===== config.mk =====
export PLATFORM = sky130hd
export DESIGN_NAME = branch_cmp_stage
export DESIGN_NICKNAME = d
export VERILOG_FILES = /design/src/rtl/branch_cmp_stage_pkg.sv /design/src/rtl/branch_cmp_stage_cond.sv /design/src/rtl/branch_cmp_stage.sv
export SDC_FILE = /design/constraint.sdc
export NUM_CORES = 1
export LEC_CHECK = 0
export ABC_AREA = 1
export BUFFER_PORTS_ARGS = -buffer_cell sky130_fd_sc_hd__buf_2
export CAP_MARGIN = 20
export CORE_MARGIN = 2
export CORE_UTILIZATION = 40
export CTS_CLUSTER_DIAMETER = 40
export DETAILED_ROUTE_END_ITERATION = 12
export SLEW_MARGIN = 30
export SYNTH_ARGS = -nofsm -noshare
export SYNTH_HDL_FRONTEND = slang
export SYNTH_SLANG_ARGS = --single-unit

===== constraint.sdc =====
create_clock -name clk_i -period 5.1 [get_ports clk_i]
set_input_delay 0.255 -clock clk_i [delete_from_list [all_inputs] [get_ports clk_i]]
set_output_delay 0.255 -clock clk_i [all_outputs]
set_load 0.02 [all_outputs]

===== src/rtl/branch_cmp_stage_pkg.sv =====
// Shared branch-type encodings and the per-entry status flags for the branch compare stage.
package branch_cmp_stage_pkg;

    localparam logic [2:0] BR_EQ  = 3'b000;
    localparam logic [2:0] BR_NE  = 3'b001;
    localparam logic [2:0] BR_LT  = 3'b100;
    localparam logic [2:0] BR_GE  = 3'b101;
    localparam logic [2:0] BR_LTU = 3'b110;
    localparam logic [2:0] BR_GEU = 3'b111;

    // Width-independent part of a queue entry; the N-bit target is appended in the stage.
    typedef struct packed {
        logic taken;
        logic illegal;
        logic misaligned;
    } br_flags_t;

endpackage


===== src/rtl/branch_cmp_stage_cond.sv =====
// Combinational branch condition evaluation for the six branch types.
module branch_cond_eval
    import branch_cmp_stage_pkg::*;
#(
    parameter int N = 32
) (
    input  logic [N-1:0] op_a_i,
    input  logic [N-1:0] op_b_i,
    input  logic [2:0]   funct3_i,
    output logic         taken_o,
    output logic         illegal_o
);

    logic lt_u;
    logic lt_s;

    always_comb begin
        lt_u = (op_a_i < op_b_i);
        // Differing signs: the negative operand is smaller.
        if (op_a_i[N-1] != op_b_i[N-1]) begin
            lt_s = op_a_i[N-1];
        end else begin
            lt_s = (op_a_i[N-2:0] < op_b_i[N-2:0]);
        end

        taken_o   = 1'b0;
        illegal_o = 1'b0;
        case (funct3_i)
            BR_EQ:   taken_o = (op_a_i == op_b_i);
            BR_NE:   taken_o = (op_a_i != op_b_i);
            BR_LT:   taken_o = lt_s;
            BR_GE:   taken_o = ~lt_s;
            BR_LTU:  taken_o = lt_u;
            BR_GEU:  taken_o = ~lt_u;
            default: illegal_o = 1'b1;
        endcase
    end

endmodule


===== src/rtl/branch_cmp_stage.sv =====
// Registered branch resolution stage: evaluates the condition and target at push time
// and buffers results in a 2-entry FIFO so the consumer can back-pressure.
module branch_cmp_stage
    import branch_cmp_stage_pkg::*;
#(
    parameter int N     = 32,
    parameter int DEPTH = 2
) (
    input  logic         clk_i,
    input  logic         rst_i,
    input  logic         flush_i,
    input  logic         in_valid_i,
    output logic         in_ready_o,
    input  logic [N-1:0] op_a_i,
    input  logic [N-1:0] op_b_i,
    input  logic [2:0]   funct3_i,
    input  logic [N-1:0] pc_i,
    input  logic [N-1:0] imm_i,
    output logic         out_valid_o,
    input  logic         out_ready_i,
    output logic         taken_o,
    output logic [N-1:0] target_o,
    output logic         illegal_o,
    output logic         misaligned_o
);

    typedef struct packed {
        br_flags_t    flags;
        logic [N-1:0] target;
    } entry_t;

    localparam logic [1:0] FULL = 2'(DEPTH);

    logic [1:0] count_q, count_d;
    logic       wr_ptr_q, wr_ptr_d;
    logic       rd_ptr_q, rd_ptr_d;
    entry_t     mem_q [2];
    entry_t     mem_d [2];

    logic       push;
    logic       pop;
    logic       cond_taken;
    logic       cond_illegal;
    entry_t     new_entry;
    entry_t     head;

    branch_cond_eval #(.N(N)) u_cond (
        .op_a_i    (op_a_i),
        .op_b_i    (op_b_i),
        .funct3_i  (funct3_i),
        .taken_o   (cond_taken),
        .illegal_o (cond_illegal)
    );

    assign in_ready_o  = (count_q != FULL);
    assign out_valid_o = (count_q != 2'd0);
    assign push        = in_valid_i & in_ready_o;
    assign pop         = out_valid_o & out_ready_i;

    always_comb begin
        new_entry.target           = pc_i + imm_i;
        new_entry.flags.taken      = cond_taken;
        new_entry.flags.illegal    = cond_illegal;
        new_entry.flags.misaligned = cond_taken & (new_entry.target[1:0] != 2'b00);
    end

    always_comb begin
        mem_d    = mem_q;
        wr_ptr_d = wr_ptr_q;
        rd_ptr_d = rd_ptr_q;
        count_d  = count_q;
        if (flush_i) begin
            wr_ptr_d = 1'b0;
            rd_ptr_d = 1'b0;
            count_d  = 2'd0;
        end else begin
            if (push) begin
                mem_d[wr_ptr_q] = new_entry;
                wr_ptr_d        = ~wr_ptr_q;
            end
            if (pop) begin
                rd_ptr_d = ~rd_ptr_q;
            end
            count_d = count_q + {1'b0, push} - {1'b0, pop};
        end
    end

    always_ff @(posedge clk_i or posedge rst_i) begin
        if (rst_i) begin
            count_q  <= 2'd0;
            wr_ptr_q <= 1'b0;
            rd_ptr_q <= 1'b0;
            mem_q[0] <= '0;
            mem_q[1] <= '0;
        end else begin
            count_q  <= count_d;
            wr_ptr_q <= wr_ptr_d;
            rd_ptr_q <= rd_ptr_d;
            mem_q    <= mem_d;
        end
    end

    // Fields read as zero whenever the queue is empty, including straight out of reset.
    assign head         = mem_q[rd_ptr_q];
    assign taken_o      = out_valid_o & head.flags.taken;
    assign illegal_o    = out_valid_o & head.flags.illegal;
    assign misaligned_o = out_valid_o & head.flags.misaligned;
    assign target_o     = out_valid_o ? head.target : '0;

endmodule


* Yosys cells after proc, flatten, opt, wreduce, memory -nomap -nowiden
Cells that the tools add are included.
Word-level totals: register bits 74, bits of input ports 136, output and inout bits 37, logic and storage cells 64
Operators by class: add/sub/neg operators 3, order comparisons 5, eq/ne operators 9, multiplexer cells 15, bitwise logic cells 13, reductions and logical operators 8
Operators by type and width (number):
- 35-bit two-way mux | 4
- 70-bit bitwise mux | 1
- 35-bit demux with 1-bit select | 1
- 32-bit adder | 1
- 32-bit equality test | 1
- 32-bit < comparator | 1
- 32-bit two-way mux | 1
- 32-bit inequality test | 1
- 31-bit < comparator | 1
- 3-bit equality test, second input constant | 4
- 2-bit nonzero test | 4
- 1-bit AND | 6
- 1-bit two-way mux | 6
- 1-bit case mux with 6 select lines | 1
- 6-bit OR reduction | 1
- 1-bit NOT | 5
- 2-bit greater-or-equal comparator, second input constant | 2
- 1-bit NOT with 2-bit output | 2
- 3-bit by 1-bit equality test with 1-bit output, second input constant | 1
- 3-bit zero test | 1
- 2-bit by 1-bit adder with 2-bit output | 1
- 2-bit by 1-bit < comparator with 1-bit output, second input constant | 1
- 2-bit two-way mux | 1
- 2-bit inequality test, second input constant | 1
- 4 further kinds | 4

* Longest topological paths before layout
depth in word-level cells 6, depth in mapped cells 19, depth with buffers taken out 19

* Hierarchy
A second synthesis with hierarchy kept.
Second synthesis, totals: cell total of the unflattened synthesis 1163, area, all modules 7091.8 um^2
By module, submodules not included:
- branch_cmp_stage | times used 1, cells an instance 918, area an instance 5774.3 um^2, seq. area each 1851.8 um^2
- branch_cond_eval | times used 1, cells an instance 245, area an instance 1317.5 um^2, seq. area each 0.0 um^2

* Worst setup path after synthesis
OpenSTA, ideal clock, no wires.
path kind input to register, from input port pc_i[0], to register mem_q[18] in the netlist's numbering, setup time 0.117 ns, arrival time 1.757 ns, required time 4.983 ns, setup slack 3.225 ns, stages on the path 11, path buffers 0, cells stage by stage ha_1 > fa_1 > nand3_1 > nand2_2 > a21oi_2 > o21ai_2 > nand2_1 > nand2_1 > or2_1 > nand3_1 > nand2_1
On the way: cells in the longest elaborated chain, start to end 2
RTL lines:
- start: declaration | RTL line branch_cmp_stage.sv:17 | input logic [N-1:0] pc_i,
- 32-bit adder | RTL line branch_cmp_stage.sv:61 | new_entry.target = pc_i + imm_i;
- 70-bit bitwise mux | RTL line branch_cmp_stage.sv:78 | mem_d[wr_ptr_q] = new_entry;
- end signal: assignment | RTL line branch_cmp_stage.sv:99 | mem_q <= mem_d;
- end: declaration | RTL line branch_cmp_stage.sv:37 | entry_t mem_q [2];
Every way passes these cells. A chain may end at the register's enable or synchronous reset.

* Worst setup path in the final report
from register rd_ptr_q, to output port target_o[15]
On the way: cells in the longest elaborated chain, start to end 5
RTL lines:
- start: declaration | RTL line branch_cmp_stage.sv:36 | logic rd_ptr_q, rd_ptr_d;
- start signal: assignment | RTL line branch_cmp_stage.sv:98 | rd_ptr_q <= rd_ptr_d;
- 1-bit NOT with 2-bit output (implied by the code) | RTL line branch_cmp_stage.sv:104 | assign head = mem_q[rd_ptr_q];
- 35-bit two-way mux (implied by the code) (3 in a row) | RTL line branch_cmp_stage.sv:104
- 32-bit two-way mux | RTL line branch_cmp_stage.sv:108 | assign target_o = out_valid_o ? head.target : '0;
- end: declaration | RTL line branch_cmp_stage.sv:22 | output logic [N-1:0] target_o,
Every way passes these cells. The select of a mux whose other input is x is not followed.

==> metrics.md <==
| Metric | Value |
|---|---|
| Skew final | 0.00528 ns |
| Switching Share | 41.0% |
| Final slew viol count | 0 |
| DR pass1 iterations | 5 |
| Most frequently used flop master after synthesis | dfrtp_1 |
| Placeable Area | 15800 um^2 |
| Routability cong. | 0.898 |
| I/O Buffers | 172 |
| Sequential Power Share | 33.7% |
| Buf/Inv on CP | 3 |
| CP arrival | 2.09 ns |
| Mapped cell area | 6440 um^2 |
| Clock Sinks | 74 |
| Tcrit/Tclk final | 45.9% |
| Largest net degree at the start of global routing | 75 |
| Crit start category | flip-flop |
| 1st-iter DRT viols | 414 |
| Ranking of synthesized cells by area | dfrtp_1, nand2_1, ha_1 |
| Worst-skew pair later-pin latency | 0.33 ns |
| Hold Crit Class | in -> async |
| Commonest cells post-synth | nand2_1, inv_1, a21oi_1 |
| Core Util, Final | 49.6% |
| Nets | 1332 |
| Final setup fails | 0 |
| Clock Power Share | 22.5% |
| Area grow syn2layout | 21.7% |
| Leakage | 4.23 nW |
| P_int | 1.75 mW |
| Top-count cell post-synth | nand2_1 |
| Fin Setup TNS | 0 ns |
| Total power | 2.98 mW |
| All-layer global routing usage | 21.5% |
| ANT nets after route | 0 |
| Cell Chain, Critical Path | buf_4, inv_2, nand2_1, a21oi_1, buf_2 |
| Library cells used by synthesis | 39 |
| CTS tree | done |
| Routed wire per std cell | 13.4 um |
| Max incr delay on CP | 0.54 ns |
| Layout cells sized above 1 | 19.6% |
| ANT cells | 0 |
| Proportion of power drawn by combinational gates | 43.8% |
| Clock Path Buffers | 2 |
| DP Wirelength | 14500 um |
| Seq/Total Area, Yosys | 28.7% |
| Fin crit period | 2.34 ns |
| Die width | 131 um |
| WS Path Type | reg -> out |
| Psw | 1.22 mW |
| Slowest cell on crit path | inv_2 |
| Worst-Margin Slew | 0.713 ns |
| Peak VDD IR | 0.194 mV |
| Post-CTS Setup Bufs | 0 |
| Worst Slack Setup Final | 2.76 ns |
| Gate Count Post-Synth | 965 |
| Yosys top cell area share | 28.7% |
| Total grt overflow | 0 |
| FMAX | 0.427 GHz |
| Relative slew margins | 52.4% |
| Status | complete, no violations |
| CTS root buf | clkbuf_16 |
| Mean Syn Cell Area | 6.68 um^2 |
| CP Capture Type | output port |
| Max-Cap Viols | 0 |
| P per Cell Area | 379 nW/um^2 |
| First-pass GRT wire length | 29200 um |
| # IOs | 173 |
| Hold Fails Final Rpt | 0 |
| Std cell rows | 46 |
| Initial Util | 40.7% |
| DIE AREA | 17100 um^2 |
| Drt via density | 4.89 |
| Crit path max-delay family | buffers and inverters |
| Layout fillers | 1705 |
| Number of flops mapped to enable cells by yosys | 0 |
| CTS Buf Count | 9 |
| Cts repair resizes | 0 |
| Number of global-route vias before repair | 6033 |
| Crit path max fanout | 41 |
| CTS Hold Bufs | 0 |
| Async set-reset flop share out of synthesis | 100% |
| Critical path required time | 4.85 ns |
| RSZ-0062 raised after global routing | false |
| FF+latch count, synth | 74 |
| Clk slew on worst S/H paths | 0.06 ns |
| H-Tree Depth | 3 |
| Detailed Route WL | 18100 um |
| Area leader, netlist | dfrtp_1 |
| Die H | 131 um |
| Syn Nets | 1167 |
| Vias | 6609 |
| Remaining DRCs | 0 |
| Initial antenna violation count | 0 |
| Yosys warnings | 0 |
| Pre-CTS WS | 2.92 ns |
## layout make-up
cell class              count  area (um^2)  area share (%)
multi-input cells         751         4060            51.8
well taps                 216          270            3.44
inverters                 117          439            5.60
repair buffers            177          902            11.5
clock buffers               9          225            2.87
clock inverters             7         93.8            1.20
flip-flops and latches     74         1850            23.6
## tightest hold or removal path, stage by stage
cell   delay [ns]
buf_2        0.10
inv_2        0.04
buf_6        0.50
## logic make-up (layout without fill, tap and decap cells)
family | count (synthesis) | after routing | share of synthesized area, %
XOR/XNOR | 18 | 18 | 2.45
buffers and inverters | 140 | 310 | 8.33
AND/OR/NAND/NOR | 467 | 467 | 30.3
flip-flops | 74 | 74 | 28.7
adder cells (fa/ha/maj) | 66 | 66 | 12.9
AO/OA/AOI/OAI | 200 | 200 | 17.3
## through the flow
| stage | instance area, um^2 | hold WS [ns] | cells |
|---|---|---|---|
| final | 7850 | 0.0820 | 1351 |
| after detailed placement | 7520 | 0.458 | 1335 |
| after global placement | 7520 | 0.455 | 1335 |
| after global routing | 7850 | 0.150 | 1351 |
| after CTS | 7840 | 0.169 | 1351 |
| after floorplan | 6440 | 0.320 | 965 |
## path summary, 6_finish.rpt
check	startpoint	to	slack [ns]	depth (start not counted)
setup / recovery	rd_ptr_q	target_o[15]	2.76	5
hold / removal	rst_i	mem_q[42]	0.08	3
setup reg to reg	count_q[1]	count_q[1]	3.11	7
hold reg to reg	mem_q[37]	mem_q[37]	0.47	2
max in group asynchronous	rst_i	mem_q[13]	4.54	3
min in group clk_i	flush_i	count_q[0]	0.17	2
## state kept, by name, summed over array words and instances (netlist names)
register,count
count_q,2
mem_q,70
rd_ptr_q,1
wr_ptr_q,1
## power by group through the flow
stage / registers, mW / logic, mW / clock network, mW
floorplan: 0.978 / 0.929 / 0
global placement: 1.01 / 1.30 / 0
detailed placement: 1.01 / 1.31 / 0
CTS: 1.00 / 1.31 / 0.680
global route: 1.04 / 1.48 / 0.709
finish: 1.00 / 1.30 / 0.668
## layer usage
metal	GRT usage (%)	share of wire, %	up-vias
met1	32.1	49	2897
li1	-	-	3493
met4	5.07	1.4	0
met5	0	0	-
met3	2.52	5.4	20
met2	33.4	44	199
## placed cells by master (no fill, tap or decap), drive strengths merged, types with 2 or more instances in the layout
cell type / synthesis / final
nand2: 306 / 306
nor3: 13 / 13
a21o: 6 / 6
o21ai: 74 / 74
nor2: 65 / 65
o21a: 5 / 5
a21boi: 5 / 5
inv: 117 / 117
buf: 5 / 177
nand4: 11 / 11
xnor2: 10 / 10
nand3: 64 / 64
bufinv: 0 / 2
or2: 7 / 7
ha: 65 / 65
clkbuf: 18 / 9
o21bai: 8 / 8
clkinv: 0 / 3
dfrtp: 74 / 74
clkinvlp: 0 / 2
a21oi: 97 / 97
xor2: 8 / 8
(Power assumes the default switching activity.)
